File: src/rtl/trace_dump.sv
// Streams the circular trace RAM back out one byte at a time, oldest sample first,
// over a valid/ready byte interface. Pulses done/clr_cap_done after the final byte.
module trace_dump #(
    parameter int ADDR_W = 9,
    parameter int DATA_W = 8
) (
    input  logic              clk,
    input  logic              rst,
    input  logic              start,
    input  logic              abort,
    input  logic [ADDR_W-1:0] trace_end,
    input  logic [DATA_W-1:0] ram_rdata,
    input  logic              tx_ready,
    output logic              ram_en,
    output logic [ADDR_W-1:0] ram_addr,
    output logic [DATA_W-1:0] tx_data,
    output logic              tx_valid,
    output logic              busy,
    output logic              done,
    output logic              clr_cap_done
);

    typedef enum logic [2:0] {
        IDLE,
        READ,
        WAIT,
        SEND,
        FIN
    } state_t;

    localparam logic [ADDR_W-1:0] LAST_BYTE = '1;

    state_t            state;
    logic [ADDR_W-1:0] count;

    // ram_addr doubles as the read pointer: it only advances on acceptance and
    // is otherwise held, so it always names the byte currently in flight.
    always_ff @(posedge clk or posedge rst) begin
        if (rst) begin
            state        <= IDLE;
            count        <= '0;
            ram_en       <= 1'b0;
            ram_addr     <= '0;
            tx_data      <= '0;
            tx_valid     <= 1'b0;
            busy         <= 1'b0;
            done         <= 1'b0;
            clr_cap_done <= 1'b0;
        end else begin
            ram_en       <= 1'b0;
            done         <= 1'b0;
            clr_cap_done <= 1'b0;
            if (abort) begin
                state    <= IDLE;
                tx_valid <= 1'b0;
                busy     <= 1'b0;
            end else begin
                case (state)
                    IDLE: begin
                        if (start) begin
                            ram_addr <= trace_end + 1'b1;
                            count    <= '0;
                            ram_en   <= 1'b1;
                            busy     <= 1'b1;
                            state    <= READ;
                        end
                    end
                    READ: begin
                        state <= WAIT;
                    end
                    // RAM output is valid here; capture it for the sink
                    WAIT: begin
                        tx_data  <= ram_rdata;
                        tx_valid <= 1'b1;
                        state    <= SEND;
                    end
                    SEND: begin
                        if (tx_ready) begin
                            tx_valid <= 1'b0;
                            count    <= count + 1'b1;
                            if (count == LAST_BYTE) begin
                                done         <= 1'b1;
                                clr_cap_done <= 1'b1;
                                state        <= FIN;
                            end else begin
                                ram_addr <= ram_addr + 1'b1;
                                ram_en   <= 1'b1;
                                state    <= READ;
                            end
                        end
                    end
                    FIN: begin
                        busy  <= 1'b0;
                        state <= IDLE;
                    end
                    default: begin
                        busy  <= 1'b0;
                        state <= IDLE;
                    end
                endcase
            end
        end
    end

endmodule
File: config.mk
export PLATFORM = sky130hd
export DESIGN_NAME = trace_dump
export DESIGN_NICKNAME = d
export VERILOG_FILES = /design/src/rtl/trace_dump.sv
export SDC_FILE = /design/constraint.sdc
export NUM_CORES = 1
export LEC_CHECK = 0
export ABC_AREA = 1
export BUFFER_PORTS_ARGS = -buffer_cell sky130_fd_sc_hd__buf_2
export CAP_MARGIN = 20
export CORE_ASPECT_RATIO = 0.9
export CORE_MARGIN = 4
export CORE_UTILIZATION = 50
export CTS_CLUSTER_DIAMETER = 200
export DETAILED_ROUTE_END_ITERATION = 8
export PLACE_DENSITY = 0.79
export SYNTH_ARGS = -nofsm -noshare
export SYNTH_HDL_FRONTEND = slang
export SYNTH_SLANG_ARGS = --single-unit
File: constraint.sdc
create_clock -name clk -period 2.5 [get_ports clk]
set_clock_uncertainty 0.2 [all_clocks]
set_input_delay 0.375 -clock clk [delete_from_list [all_inputs] [get_ports clk]]
set_output_delay 0.375 -clock clk [all_outputs]
set_load 0.01 [all_outputs]
* After elaboration in Yosys (flattened, before gate mapping)
Index checks and enable logic that the tools add are counted.
** Storage, ports and cells
- Bits in registers :: 33
- Bits in latches :: 0
- RAM bits :: 0
- Bits in read-only memories :: 0
- Input bits :: 22
- Output and inout port bits :: 22
- Word-level logic and storage cells :: 59
- Memories :: 0
** Cells by class
- Add/subtract/negate cells :: 3
- Multipliers :: 0
- Divide/modulo/power cells :: 0
- Magnitude comparators :: 0
- Equal/unequal tests :: 10
- Shift operators :: 0
- Muxes and demuxes :: 27
- Bitwise gates (word level) :: 1
- Reductions and logical operators :: 10
** Operators by type and width (count)
- 9-bit two-way mux :: 5
- 9-bit case mux with 2 select lines :: 2
- 9-bit by 1-bit adder with 9-bit output (second input constant) :: 3
- 1-bit two-way mux :: 12
- 3-bit two-way mux :: 4
- 3-bit case mux with 4 select lines :: 1
- 9-bit == test (second input constant) :: 1
- 2-bit AND reduction :: 4
- 3-bit by 2-bit == test with 1-bit output (second input constant) :: 2
- 2-bit != test (second input constant) :: 3
- 3-bit != test (second input constant) :: 2
- 1-bit case mux with 2 select lines :: 3
- 5-bit AND reduction :: 1
- 4-bit AND reduction :: 1
- 3-bit by 1-bit == test with 1-bit output (second input constant) :: 1
- 3-bit logical NOT :: 1
- 3-bit nonzero test :: 1
- 3-bit OR reduction :: 1
- 2-bit by 1-bit != test with 1-bit output (second input constant) :: 1
- 2-bit nonzero test :: 1
- 1-bit inverter :: 1

* Logic depth before layout (Yosys ltp)
- Word-level depth :: 5
- Depth in mapped cells :: 13
- Gate-level depth less buffers :: 11

* Worst setup path before layout
Ideal clock, no wire load.
- Path kind :: register to register
- From :: register count[0]
- To :: register ram_addr[0]
- Arrival time :: 1.693 ns
- Slack :: 0.530 ns
- Stages on the path, launching flop included :: 11
- Cells stage by stage :: dfrtp_1 ha_1 nand2_1 nor4_1 ha_1 inv_1 nor2_1 nor2_8 inv_8 nand2_1 o21ai_1
** Between the ends
- Word-level cells in the longest chain between the ends :: 3
** RTL lines
- from (decl) :: RTL line 34 : logic [ADDR_W-1:0] count;
- from (signal assigned) :: RTL line 80 : count <= count + 1'b1;
- 9-bit == test :: RTL line 81 : if (count == LAST_BYTE) begin
- 2-bit != test (no line)
- 5-bit AND reduction (no line)
- to (signal assigned) :: RTL line 61 : ram_addr <= trace_end + 1'b1;
- to (signal assigned) :: RTL line 86 : ram_addr <= ram_addr + 1'b1;
- to (decl) :: RTL line 15 : output logic [ADDR_W-1:0] ram_addr,
Every way passes these cells.
A chain may end at the register's enable or synchronous reset.

* Worst setup path after layout
- From :: register count[0]
- To :: register ram_addr[4]
Same word-level chain as after synthesis.

==> flow_summary.yaml <==
clock_network:
  post_cts_buffers: 0
  ctsResizeCount: 0
  clk_latency_ns: 0.28
  cts_tree: "yes"
  clkTransAtPathRegs_ns: 0.07
  cts-root-buf: "clkbuf_8"
  cts_hold_buf: 1
  cts_sinks: 33
  cts_max_path_buffers: 2
  h-tree-depth: 2
  numCtsBuffers: 5
hold_path:
  min_from: "ram_rdata[0]"
  worstHoldPathType: "primary input to register"
route:
  drt-wirelength-per-cell_um: 12.6
  routed_wl_um: 4070
  dr.max_layer_used: "met4"
  antenna_left: 0
  met2_wirelength_um: 1910
  dr_wl_met3_um: 197
  route.detailed.drc: 0
  first_pass_iters: 4
  vias_per_cell: 5.18
  drt-met1-wl_um: 1900
  vias: 1667
  drtIter0Drc: 101
pwr:
  p_per_area_nw_per_um2: 816
  ir_drop_mv: 0.542
  p_seq_share_pct: 45.3
  p_leak_nw: 1.14
  p_clk_share_pct: 21.0
  p_int_w: 0.00114
  combPwrFrac_pct: 33.7
  p_sw_w: 0.000655
  swShare_pct: 36.5
worst_setup_path:
  end_kind: "register"
  worstPathMaxFanout: 10
  cp-startpoint: "count[0]"
  start_kind: "register"
  cpMaxStageDelayCell: "dfrtp_1"
  required_ns: 2.50
  slowest_delay_ns: 0.40
  cp_data_arrival_time_ns: 2.18
  crit_chain: "ha_1 -> nand2_1 -> nor4_1 -> ha_1 -> inv_1 -> nor2_1 -> nor2_8 -> inv_8 -> nand2_1 -> o21ai_1"
  critPathKind: "register to register"
  r2r-start: "count[0]"
floorplan:
  die-height_um: 66.0
  core_area_um2: 3480
  rows: 20
  fp.dieArea_um2: 4790
  start_util_pct: 53.8
  die_w_um: 72.5
  ioPinCount: 44
run_status:
  status: "finished, final reports clean"
global_route:
  grt_max_degree: 34
  antenna_found_initial: 0
  grt_use_total_pct: 19.5
  grt_pass1_wl_um: 7150
  grt-ovfl-total: 0
  first_global_vias: 1587
cells_and_area:
  drive_gt1_share_pct: 28.1
  utilization_pct: 63.3
  diodes: 0
  fin_cells: 322
  nets: 302
  area.growth.synth_to_final_pct: 17.6
place:
  gp_congestion: 0.826
  hpwl_um: 3030
  pre_cts_ws_ns: 0.349
  dp_cells: 313
  numPortBuffers: 43
sta:
  worst_pin_slew_ns: 0.412
  period_share_pct: 86.9
  holdWs_ns: 0.129
  hold_viol_final: 0
  setup_viol: 0
  clock.fmax_mhz: 460
  setup_ws_ns: 0.327
  drv_slew: 0
  min_period_ns: 2.17
  rsz0062_at_grt: "false"
  slew_headroom_pct: 72.5
  setup_tns_ns: 0
logic_synthesis:
  synth_nets: 255
  synth_seq_area_share_pct: 44.1
  syn_area_per_cell_um2: 8.14
  synth-seq-cells: 33
  yosysWarnings: 0
  synth_area_um2: 1870
  synth.distinct_cells: 29
  syn_inst: 230
job:
  cap_violations: 0
[power groups by stage]
stage / clock (W) / combinational [W] / sequential, W
after floorplan: 0 / 0.000339 / 0.000858
after CTS: 0.000391 / 0.000616 / 0.000811
after detailed placement: 0 / 0.000614 / 0.000817
after global routing: 0.000416 / 0.000686 / 0.000839
final: 0.000377 / 0.000606 / 0.000814
after global placement: 0 / 0.000601 / 0.000813
[layout by cell type, fill, tap and decap left out, drive strengths merged]
cell type    Yosys  layout
clkbuf           0       6
clkinv           0       2
nor2            18      18
nor4             3       3
o21ai           10      10
or2              2       2
dlygate4sd3      0       1
xor2             3       3
ha               3       3
nor3             2       2
nand3           19      19
mux2             8       8
a21oi            3       3
nand4            8       8
o31ai            1       1
nand3b           2       2
nand2           89      89
buf              6      45
inv             20      20
dfrtp           33      33
[per-stage QoR]
stage | total power (W) | cell area, µm²
5_1_grt | 0.00194 | 2200
3_5_place_dp | 0.00143 | 2110
3_3_place_gp | 0.00141 | 2110
6_report | 0.00180 | 2200
2_1_floorplan | 0.00120 | 1870
4_1_cts | 0.00182 | 2200
[worst max-delay path: cells and delay by family, from the launching register on]
family	cells	cell delay (ns)
AO/OA/AOI/OAI	1	0.07
adder cells (fa/ha/maj)	2	0.43
buffers and inverters	2	0.17
flip-flops	1	0.40
AND/OR/NAND/NOR	5	0.83
[kinds of logic after synthesis]
kind of cell / share of synthesized area, %
multiplexers: 4.81
AND/OR/NAND/NOR: 36.2
buffers and inverters: 7.02
AO/OA/AOI/OAI: 4.48
flip-flops: 44.1
XOR/XNOR: 1.40
adder cells (fa/ha/maj): 2.01
[final timing paths]
check	to	slack, ns	depth (start not counted)
hold / removal	tx_data[0]	0.13	2
hold reg to reg	count[8]	0.30	2
setup / recovery	ram_addr[4]	0.33	10
min in group asynchronous	count[3]	0.53	4
max in group asynchronous	count[6]	1.26	4
setup reg to reg	ram_addr[4]	0.33	10
[state kept, by name (all words and copies together) (netlist names)]
| name | cells |
|---|---|
| busy | 1 |
| clr_cap_done | 1 |
| count | 9 |
| ram_addr | 9 |
| ram_en | 1 |
| state | 3 |
| tx_data | 8 |
| tx_valid | 1 |
[cell usage after synthesis, drive strengths merged]
master  instances  share of area [%]
nor4            3                1.0
a21oi           3                1.4
o21ai          10                2.7
nor2           18                5.5
xor2            3                1.4
ha              3                2.0
o31ai           1               0.40
nand4           8                2.7
nor3            2               0.53
nand3b          2               0.80
buf             6                2.6
nand2          89                 18
dfrtp          33                 44
or2             2               0.67
mux2            8                4.8
nand3          19                6.7
inv            20                4.4
[cell type report]
| class | count | area, µm² |
|---|---|---|
| multi-input cells | 171 | 915 |
| clock inverters | 2 | 10.0 |
| well taps | 44 | 55.1 |
| clock buffers | 6 | 72.6 |
| inverters | 20 | 82.6 |
| flip-flops and latches | 33 | 826 |
| fillers | 305 | 1280 |
| repair buffers | 46 | 240 |
[layer usage]
metal  global-route usage [%]  up-vias
met5                        0        -
met3                     4.56        6
met4                     8.29        0
met2                     30.2       53
li1                         -      844
met1                     26.2      764
No activity file was read; power rests on OpenSTA's default activity.
